--- src/rtl/ysyx_22040228div_issue_pkg.sv ---
// Shared opcodes, FSM state encoding and opcode predicates for the divide issue path.
// Optional result cache is enabled with YSYX22040228_DIV_RESULT_CACHE_EN (see ysyx_22040228div_issue).
package ysyx_22040228div_issue_pkg;

    localparam logic [7:0] INST_DIV   = 8'h31;
    localparam logic [7:0] INST_DIVU  = 8'h32;
    localparam logic [7:0] INST_REM   = 8'h33;
    localparam logic [7:0] INST_REMU  = 8'h34;
    localparam logic [7:0] INST_DIVW  = 8'h35;
    localparam logic [7:0] INST_DIVUW = 8'h36;
    localparam logic [7:0] INST_REMW  = 8'h37;
    localparam logic [7:0] INST_REMUW = 8'h38;

    typedef enum logic [2:0] {
        ST_IDLE    = 3'd0,
        ST_SPECIAL = 3'd1,
        ST_ISSUE   = 3'd2,
        ST_WAIT    = 3'd3,
        ST_DRAIN   = 3'd4,
        ST_DONE    = 3'd5
    } div_state_t;

    function automatic logic is_signed(input logic [7:0] op);
        return (op == INST_DIV) || (op == INST_REM) || (op == INST_DIVW) || (op == INST_REMW);
    endfunction

    function automatic logic is_word(input logic [7:0] op);
        return (op == INST_DIVW) || (op == INST_DIVUW) || (op == INST_REMW) || (op == INST_REMUW);
    endfunction

    function automatic logic is_rem(input logic [7:0] op);
        return (op == INST_REM) || (op == INST_REMU) || (op == INST_REMW) || (op == INST_REMUW);
    endfunction

endpackage

--- src/rtl/ysyx_22040228div_fixup.sv ---
// Combinational RISC-V sign / W-variant fix-up of an unsigned divider result,
// plus divide-by-zero and signed-overflow result generation.
module ysyx_22040228div_fixup
    import ysyx_22040228div_issue_pkg::*;
#(
    parameter int XLEN = 64
) (
    input  logic [7:0]      op,
    input  logic [XLEN-1:0] a,
    input  logic            neg_a,
    input  logic            neg_b,
    input  logic            div_zero,
    input  logic            sovf,
    input  logic [XLEN-1:0] raw,
    output logic [XLEN-1:0] result
);

    logic [XLEN-1:0] fixed;
    logic            rem;

    always_comb begin
        rem = is_rem(op);
        if (div_zero) begin
            fixed = rem ? a : {XLEN{1'b1}};
        end else if (sovf) begin
            fixed = rem ? {XLEN{1'b0}} : a;
        end else if (rem) begin
            // remainder takes the sign of the dividend
            fixed = neg_a ? (~raw + 1'b1) : raw;
        end else begin
            fixed = (neg_a ^ neg_b) ? (~raw + 1'b1) : raw;
        end
        result = is_word(op) ? {{(XLEN-32){fixed[31]}}, fixed[31:0]} : fixed;
    end

endmodule

--- src/rtl/ysyx_22040228div_issue.sv ---
// EX-stage issue/retire controller for the iterative divider: special cases, sign handling, stall.
// Define YSYX22040228_DIV_RESULT_CACHE_EN to add a one-entry last-result cache.
module ysyx_22040228div_issue
    import ysyx_22040228div_issue_pkg::*;
#(
    parameter int XLEN = 64
) (
    input  logic            clk,
    input  logic            rst,
    input  logic            ex_div_req,
    input  logic [7:0]      ex_inst_opcode,
    input  logic [XLEN-1:0] ex_src1,
    input  logic [XLEN-1:0] ex_src2,
    input  logic            ex_flush,
    output logic            div_stall,
    output logic [XLEN-1:0] div_result,
    output logic            div_result_valid,
    output logic [XLEN-1:0] dvd_dividend,
    output logic [XLEN-1:0] dvd_diviser,
    output logic [7:0]      dvd_inst_opcode,
    output logic            dvd_ready,
    input  logic [XLEN-1:0] dvd_rem_data,
    input  logic            dvd_finish
);

    div_state_t      state_reg, state_next;
    logic [7:0]      op_reg;
    logic [XLEN-1:0] a_reg;
    logic [XLEN-1:0] mag_a_reg, mag_b_reg;
    logic [XLEN-1:0] result_reg;
    logic [7:0]      dvd_op_reg;
    logic            neg_a_reg, neg_b_reg, zero_reg, ovf_reg;

    logic            acc_signed, acc_word;
    logic [XLEN-1:0] ext_a, ext_b;
    logic            acc_neg_a, acc_neg_b, acc_zero, acc_ovf;
    logic            accept;
    logic            cache_hit;
    logic [XLEN-1:0] cache_result;
    logic [XLEN-1:0] fix_result;

    // Operand extension and special-case detection on the raw EX operands.
    always_comb begin
        acc_signed = is_signed(ex_inst_opcode);
        acc_word   = is_word(ex_inst_opcode);
        if (acc_word) begin
            ext_a = acc_signed ? {{(XLEN-32){ex_src1[31]}}, ex_src1[31:0]} : {{(XLEN-32){1'b0}}, ex_src1[31:0]};
            ext_b = acc_signed ? {{(XLEN-32){ex_src2[31]}}, ex_src2[31:0]} : {{(XLEN-32){1'b0}}, ex_src2[31:0]};
        end else begin
            ext_a = ex_src1;
            ext_b = ex_src2;
        end
        acc_neg_a = acc_signed & ext_a[XLEN-1];
        acc_neg_b = acc_signed & ext_b[XLEN-1];
        acc_zero  = (ext_b == {XLEN{1'b0}});
        acc_ovf   = acc_signed && (ext_b == {XLEN{1'b1}}) &&
                    (acc_word ? (ext_a == {{(XLEN-31){1'b1}}, 31'b0})
                              : (ext_a == {1'b1, {(XLEN-1){1'b0}}}));
    end

    assign accept = (state_reg == ST_IDLE) && ex_div_req && !ex_flush;

`ifdef YSYX22040228_DIV_RESULT_CACHE_EN
    logic            cache_valid_reg;
    logic [7:0]      cache_op_reg;
    logic [XLEN-1:0] cache_src1_reg, cache_src2_reg, cache_result_reg;
    logic [XLEN-1:0] src1_reg, src2_reg;

    assign cache_hit = cache_valid_reg && (cache_op_reg == ex_inst_opcode) &&
                       (cache_src1_reg == ex_src1) && (cache_src2_reg == ex_src2);
    assign cache_result = cache_result_reg;

    // Only results actually delivered to EX are remembered.
    always_ff @(posedge clk or negedge rst) begin
        if (!rst) begin
            cache_valid_reg  <= 1'b0;
            cache_op_reg     <= 8'd0;
            cache_src1_reg   <= '0;
            cache_src2_reg   <= '0;
            cache_result_reg <= '0;
            src1_reg         <= '0;
            src2_reg         <= '0;
        end else begin
            if (accept) begin
                src1_reg <= ex_src1;
                src2_reg <= ex_src2;
            end
            if (state_reg == ST_DONE && !ex_flush) begin
                cache_valid_reg  <= 1'b1;
                cache_op_reg     <= op_reg;
                cache_src1_reg   <= src1_reg;
                cache_src2_reg   <= src2_reg;
                cache_result_reg <= result_reg;
            end
        end
    end
`else
    assign cache_hit    = 1'b0;
    assign cache_result = '0;
`endif

    ysyx_22040228div_fixup #(.XLEN(XLEN)) u_fixup (
        .op       (op_reg),
        .a        (a_reg),
        .neg_a    (neg_a_reg),
        .neg_b    (neg_b_reg),
        .div_zero (zero_reg),
        .sovf     (ovf_reg),
        .raw      (dvd_rem_data),
        .result   (fix_result)
    );

    always_ff @(posedge clk or negedge rst) begin
        if (!rst) begin
            state_reg <= ST_IDLE;
        end else begin
            state_reg <= state_next;
        end
    end

    always_comb begin
        state_next = state_reg;
        div_stall  = 1'b0;
        dvd_ready  = 1'b0;
        case (state_reg)
            ST_IDLE: begin
                if (ex_div_req && !ex_flush) begin
                    div_stall = 1'b1;
                    if (cache_hit) begin
                        state_next = ST_DONE;
                    end else if (acc_zero || acc_ovf) begin
                        state_next = ST_SPECIAL;
                    end else begin
                        state_next = ST_ISSUE;
                    end
                end
            end
            ST_SPECIAL: begin
                div_stall  = 1'b1;
                state_next = ST_DONE;
            end
            ST_ISSUE: begin
                div_stall  = 1'b1;
                dvd_ready  = 1'b1;
                state_next = ex_flush ? ST_DRAIN : ST_WAIT;
            end
            ST_WAIT: begin
                div_stall = 1'b1;
                // a flush racing the finish pulse means the divider is already free
                if (ex_flush && dvd_finish) begin
                    state_next = ST_IDLE;
                end else if (ex_flush) begin
                    state_next = ST_DRAIN;
                end else if (dvd_finish) begin
                    state_next = ST_DONE;
                end
            end
            ST_DRAIN: begin
                div_stall = ex_div_req;
                if (dvd_finish) begin
                    state_next = ST_IDLE;
                end
            end
            ST_DONE: begin
                state_next = ST_IDLE;
            end
            default: begin
                state_next = ST_IDLE;
            end
        endcase
    end

    always_ff @(posedge clk or negedge rst) begin
        if (!rst) begin
            op_reg     <= 8'd0;
            a_reg      <= '0;
            mag_a_reg  <= '0;
            mag_b_reg  <= '0;
            neg_a_reg  <= 1'b0;
            neg_b_reg  <= 1'b0;
            zero_reg   <= 1'b0;
            ovf_reg    <= 1'b0;
            dvd_op_reg <= 8'd0;
            result_reg <= '0;
        end else begin
            if (accept) begin
                op_reg     <= ex_inst_opcode;
                a_reg      <= ext_a;
                mag_a_reg  <= acc_neg_a ? (~ext_a + 1'b1) : ext_a;
                mag_b_reg  <= acc_neg_b ? (~ext_b + 1'b1) : ext_b;
                neg_a_reg  <= acc_neg_a;
                neg_b_reg  <= acc_neg_b;
                zero_reg   <= acc_zero;
                ovf_reg    <= acc_ovf;
                dvd_op_reg <= is_rem(ex_inst_opcode) ? INST_REMU : INST_DIVU;
            end
            if (accept && cache_hit) begin
                result_reg <= cache_result;
            end else if ((state_reg == ST_SPECIAL) ||
                         (state_reg == ST_WAIT && dvd_finish && !ex_flush)) begin
                result_reg <= fix_result;
            end
        end
    end

    assign div_result       = result_reg;
    assign div_result_valid = (state_reg == ST_DONE) && !ex_flush;
    assign dvd_dividend     = mag_a_reg;
    assign dvd_diviser      = mag_b_reg;
    assign dvd_inst_opcode  = dvd_op_reg;

endmodule

--- config.mk ---
export PLATFORM = sky130hd
export DESIGN_NAME = ysyx_22040228div_issue
export DESIGN_NICKNAME = d
export VERILOG_FILES = /design/src/rtl/ysyx_22040228div_issue_pkg.sv /design/src/rtl/ysyx_22040228div_fixup.sv /design/src/rtl/ysyx_22040228div_issue.sv
export SDC_FILE = /design/constraint.sdc
export NUM_CORES = 1
export LEC_CHECK = 0
export BUFFER_PORTS_ARGS = -buffer_cell sky130_fd_sc_hd__buf_4
export CAP_MARGIN = 30
export CORE_MARGIN = 1
export CORE_UTILIZATION = 40
export DETAILED_ROUTE_END_ITERATION = 16
export GPL_TIMING_DRIVEN = 0
export SLEW_MARGIN = 0
export SYNTH_ARGS = -nofsm -noshare
export SYNTH_HDL_FRONTEND = slang
export SYNTH_SLANG_ARGS = --single-unit
--- constraint.sdc ---
create_clock -name clk -period 2.5 [get_ports clk]
set_input_delay 0.125 -clock clk [delete_from_list [all_inputs] [get_ports clk]]
set_output_delay 0.125 -clock clk [all_outputs]
set_load 0.05 [all_outputs]
==> flow_summary.ini <==
[layout]
layout.filler_cells = 3954
design_area_sq_mm = 0.0236
drive_above_1_share = 0.220
net_count_reported_at_finish = 2935
growth_of_design_area_from_synthesis_to_finish_pct = 39.6
postLayoutCoreUtil = 0.572

[sta]
report.final.hold_viol_count = 0
finalSetupViolCount = 0
layout_worst_path_cycle_share = 0.991
fmax_mhz = 403
worst-slew-pin-transition_ns = 1.01
unrepaired_setup_endpoints_after_global_routing = yes
final_max_slew_viol_count = 0
relSlewSlack = 0.323
final_critical_path_required_period_ns = 2.48
hold_ws_ns = 0.00800
worst_clock_skew_ns = 0.0223

[drt]
first_pass_iters = 6
ant_nets = 0
wl_per_cell_microns = 23.9
route.final.wire_length_microns = 78300
vias = 19200
avgViaCountPerCell = 5.85
route.detailed.drc = 0
drt_iter0_markers = 1810

[power_and_ir_drop]
cellPowerDensity_mw_per_mm2 = 1120
peakVddDrop_v = 0.000816
power.static_leakage_uw = 0.0104

[synthesis]
syn-instance-count = 2140
synth_top_flop_cell = sky130_fd_sc_hd__dfrtp_1
synth.ff_latch_count = 273
number_of_warnings_reported_in_the_yosys_synthesis_log = 0
synthesis.area_per_instance_sq_um = 7.89
synth_area_sq_mm = 0.0169
edff_count_synth = 0
count_of_distinct_cell_types_in_the_synthesized_netlist = 74
seq_area_frac_synth = 0.405
synth-async-reset-ratio = 1.00

[place]
placement.io_buffers = 398
global_placer_s_final_weighted_congestion = 0.986
placedInstanceArea_sq_mm = 0.0206
hpwlAfterDp_microns = 59100

[floorplanning]
die_h_microns = 207
floorplan.rows = 74
initial_core_utilization = 0.410
floorplan.die_area_sq_mm = 0.0430
top_level_ports = 408
core_region_area_sq_mm = 0.0412
die_x_microns = 207

[grt]
grt_max_degree = 111
globalRoute.totalOverflow = 0
grt_use_total = 0.357
first_global_vias = 19200
antenna_violations_before_repair = 9
grt_pass1_wl_microns = 117000

[critical_path]
category_of_the_critical_setup_timing_path = input port to register
cp-end-kind = register
reg2reg_slack_ns = 0.14
worst_r2r_endpoint = div_result[20]
reg2regPathDepth = 9
crit_path_max_fanout = 8
worstSetupStartpointType = input port
worstSetupStartpoint = ex_src2[33]
r2r_start = op_reg[2]
worst-endpoint-required_ns = 2.90
worst_ep_arrival_time_ns = 2.88

[clock_network]
h_tree_level_count = 2
clock-sinks = 273
clock_network_latency_to_the_later_pin_of_the_worst_skew_pair_ns = 0.55
path_clk_slew_ns = 0.06
cts_tree = done
cts.path.max_buffers = 3
cts_made_buffers = 34
clk_root_buf = sky130_fd_sc_hd__clkbuf_16

[hold_path]
min_from = ex_src1[52]
timing.hold.worst.class = input port to register
hold_end = a_reg[52]
whs_path_depth = 3

[outcome]
status = finished, final reports clean

[run]
cap_viol_max_count = 0
-- layout make-up --
class / instances / area [sq um] / area share
Tap cell: 532 / 666 / 0.0282
Antenna cell: 4 / 10.0 / 0.000425
Clock inverter: 9 / 109 / 0.00462
Timing Repair Buffer: 553 / 4560 / 0.193
Sequential cell: 273 / 6830 / 0.290
Multi-Input combinational cell: 1698 / 9650 / 0.409
Inverter: 22 / 82.6 / 0.00350
Clock buffer: 47 / 991 / 0.0420
Buffer: 144 / 679 / 0.0288
-- layer usage --
layer / up-vias / GRT usage / share of wire
met5: - / 0 / 0.00080
met4: 10 / 0.146 / 0.036
met3: 157 / 0.0731 / 0.084
met2: 960 / 0.583 / 0.47
met1: 9336 / 0.459 / 0.41
li1: 8723 / - / -
-- through the flow --
stage	setup TNS, ns	power [uW]	cells	setup WS, ns
detailed placement	-172.34	21000	3078	-1.27
finish	0	26300	3282	0.0214
CTS	0	26200	3272	0.00518
floorplan	-1.79	16000	2143	-0.0984
global route	-0.0523	27500	3279	-0.0291
global placement	-463.89	20800	3073	-1.30
-- critical path: stages --
cell                            delay, ns
sky130_fd_sc_hd__dlygate4sd3_1       0.54
sky130_fd_sc_hd__buf_4               0.16
sky130_fd_sc_hd__or2_2               0.32
sky130_fd_sc_hd__o21ai_1             0.30
sky130_fd_sc_hd__nand3_2             0.23
sky130_fd_sc_hd__or3_1               0.40
sky130_fd_sc_hd__clkbuf_1            0.22
sky130_fd_sc_hd__o21ai_1             0.24
sky130_fd_sc_hd__xnor2_1             0.21
sky130_fd_sc_hd__o21ai_0             0.13
-- Yosys cell counts (all sizes together) (5+ instances only) --
library cell,instances,area [sq um]
nor2,182,683
dfrtp,273,6830
o21a,7,52.6
nand2b,20,125
a22oi,6,45.0
o21ai,264,1320
nor3,83,515
a21o,6,45.0
nand3,54,270
xnor2,87,762
nor2b,5,31.3
nor4,47,360
o31ai,23,173
nand4,27,175
buf,18,140
a31oi,45,282
and3,6,37.5
or2,10,62.6
and2,10,62.6
a41oi,15,131
a221oi,7,61.3
nor3b,6,45.0
a32oi,8,70.1
a21oi,188,941
o31a,6,52.6
inv,22,82.6
o41ai,12,105
nand2,408,1530
or4,20,158
xor2,76,666
nor4b,6,58.8
a211oi,5,37.5
or3,13,82.6
clkbuf,132,497
-- timing repair --
item                                   CTS  global route
setup buffers                            6             9
hold buffers                           135             0
pin swaps                                5            18
gates resized for setup                 48            75
endpoints found under the hold margin  244             0
setup endpoints to repair              267           129
-- logic make-up after synthesis --
logic type,Yosys count,synth area share
xor+xnor,163,0.0845
simple gates,907,0.254
flops,273,0.405
fa+ha+maj,4,0.00296
compound gates,616,0.208
other cells,1,0.000222
mux,4,0.00245
buf+inv,172,0.0426
-- where the power goes --
part / switching (uW) / internal, uW
logic: 9210 / 3860
clock network: 2040 / 2970
registers: 1740 / 6490
-- worst max path at each step --
stage	end	depth (start not counted)
final	dvd_diviser[44]	10
after global routing	dvd_diviser[44]	11
after CTS	div_result[9]	6
after detailed placement	dvd_dividend[57]	10
after global placement	dvd_dividend[57]	10
after floorplan	div_result[46]	11
-- placed cells by master, fill, tap and decap left out, types with 23 or more instances in the layout --
cell and n:
sky130_fd_sc_hd__xnor2_1 86, sky130_fd_sc_hd__clkbuf_2 26, sky130_fd_sc_hd__nor4_1 34, sky130_fd_sc_hd__nor3_2 31
sky130_fd_sc_hd__o31ai_1 23, sky130_fd_sc_hd__buf_4 415, sky130_fd_sc_hd__a31oi_1 44, sky130_fd_sc_hd__nor3_1 51
sky130_fd_sc_hd__clkbuf_1 99, sky130_fd_sc_hd__nand3_1 52, sky130_fd_sc_hd__nand2_1 406, sky130_fd_sc_hd__xor2_1 74
sky130_fd_sc_hd__dlygate4sd3_1 135, sky130_fd_sc_hd__a21oi_1 186, sky130_fd_sc_hd__nor2_1 178, sky130_fd_sc_hd__dfrtp_1 273
sky130_fd_sc_hd__clkbuf_16 35, sky130_fd_sc_hd__nand4_1 26, sky130_fd_sc_hd__o21ai_0 257
Power figures use the tool's default switching activity.
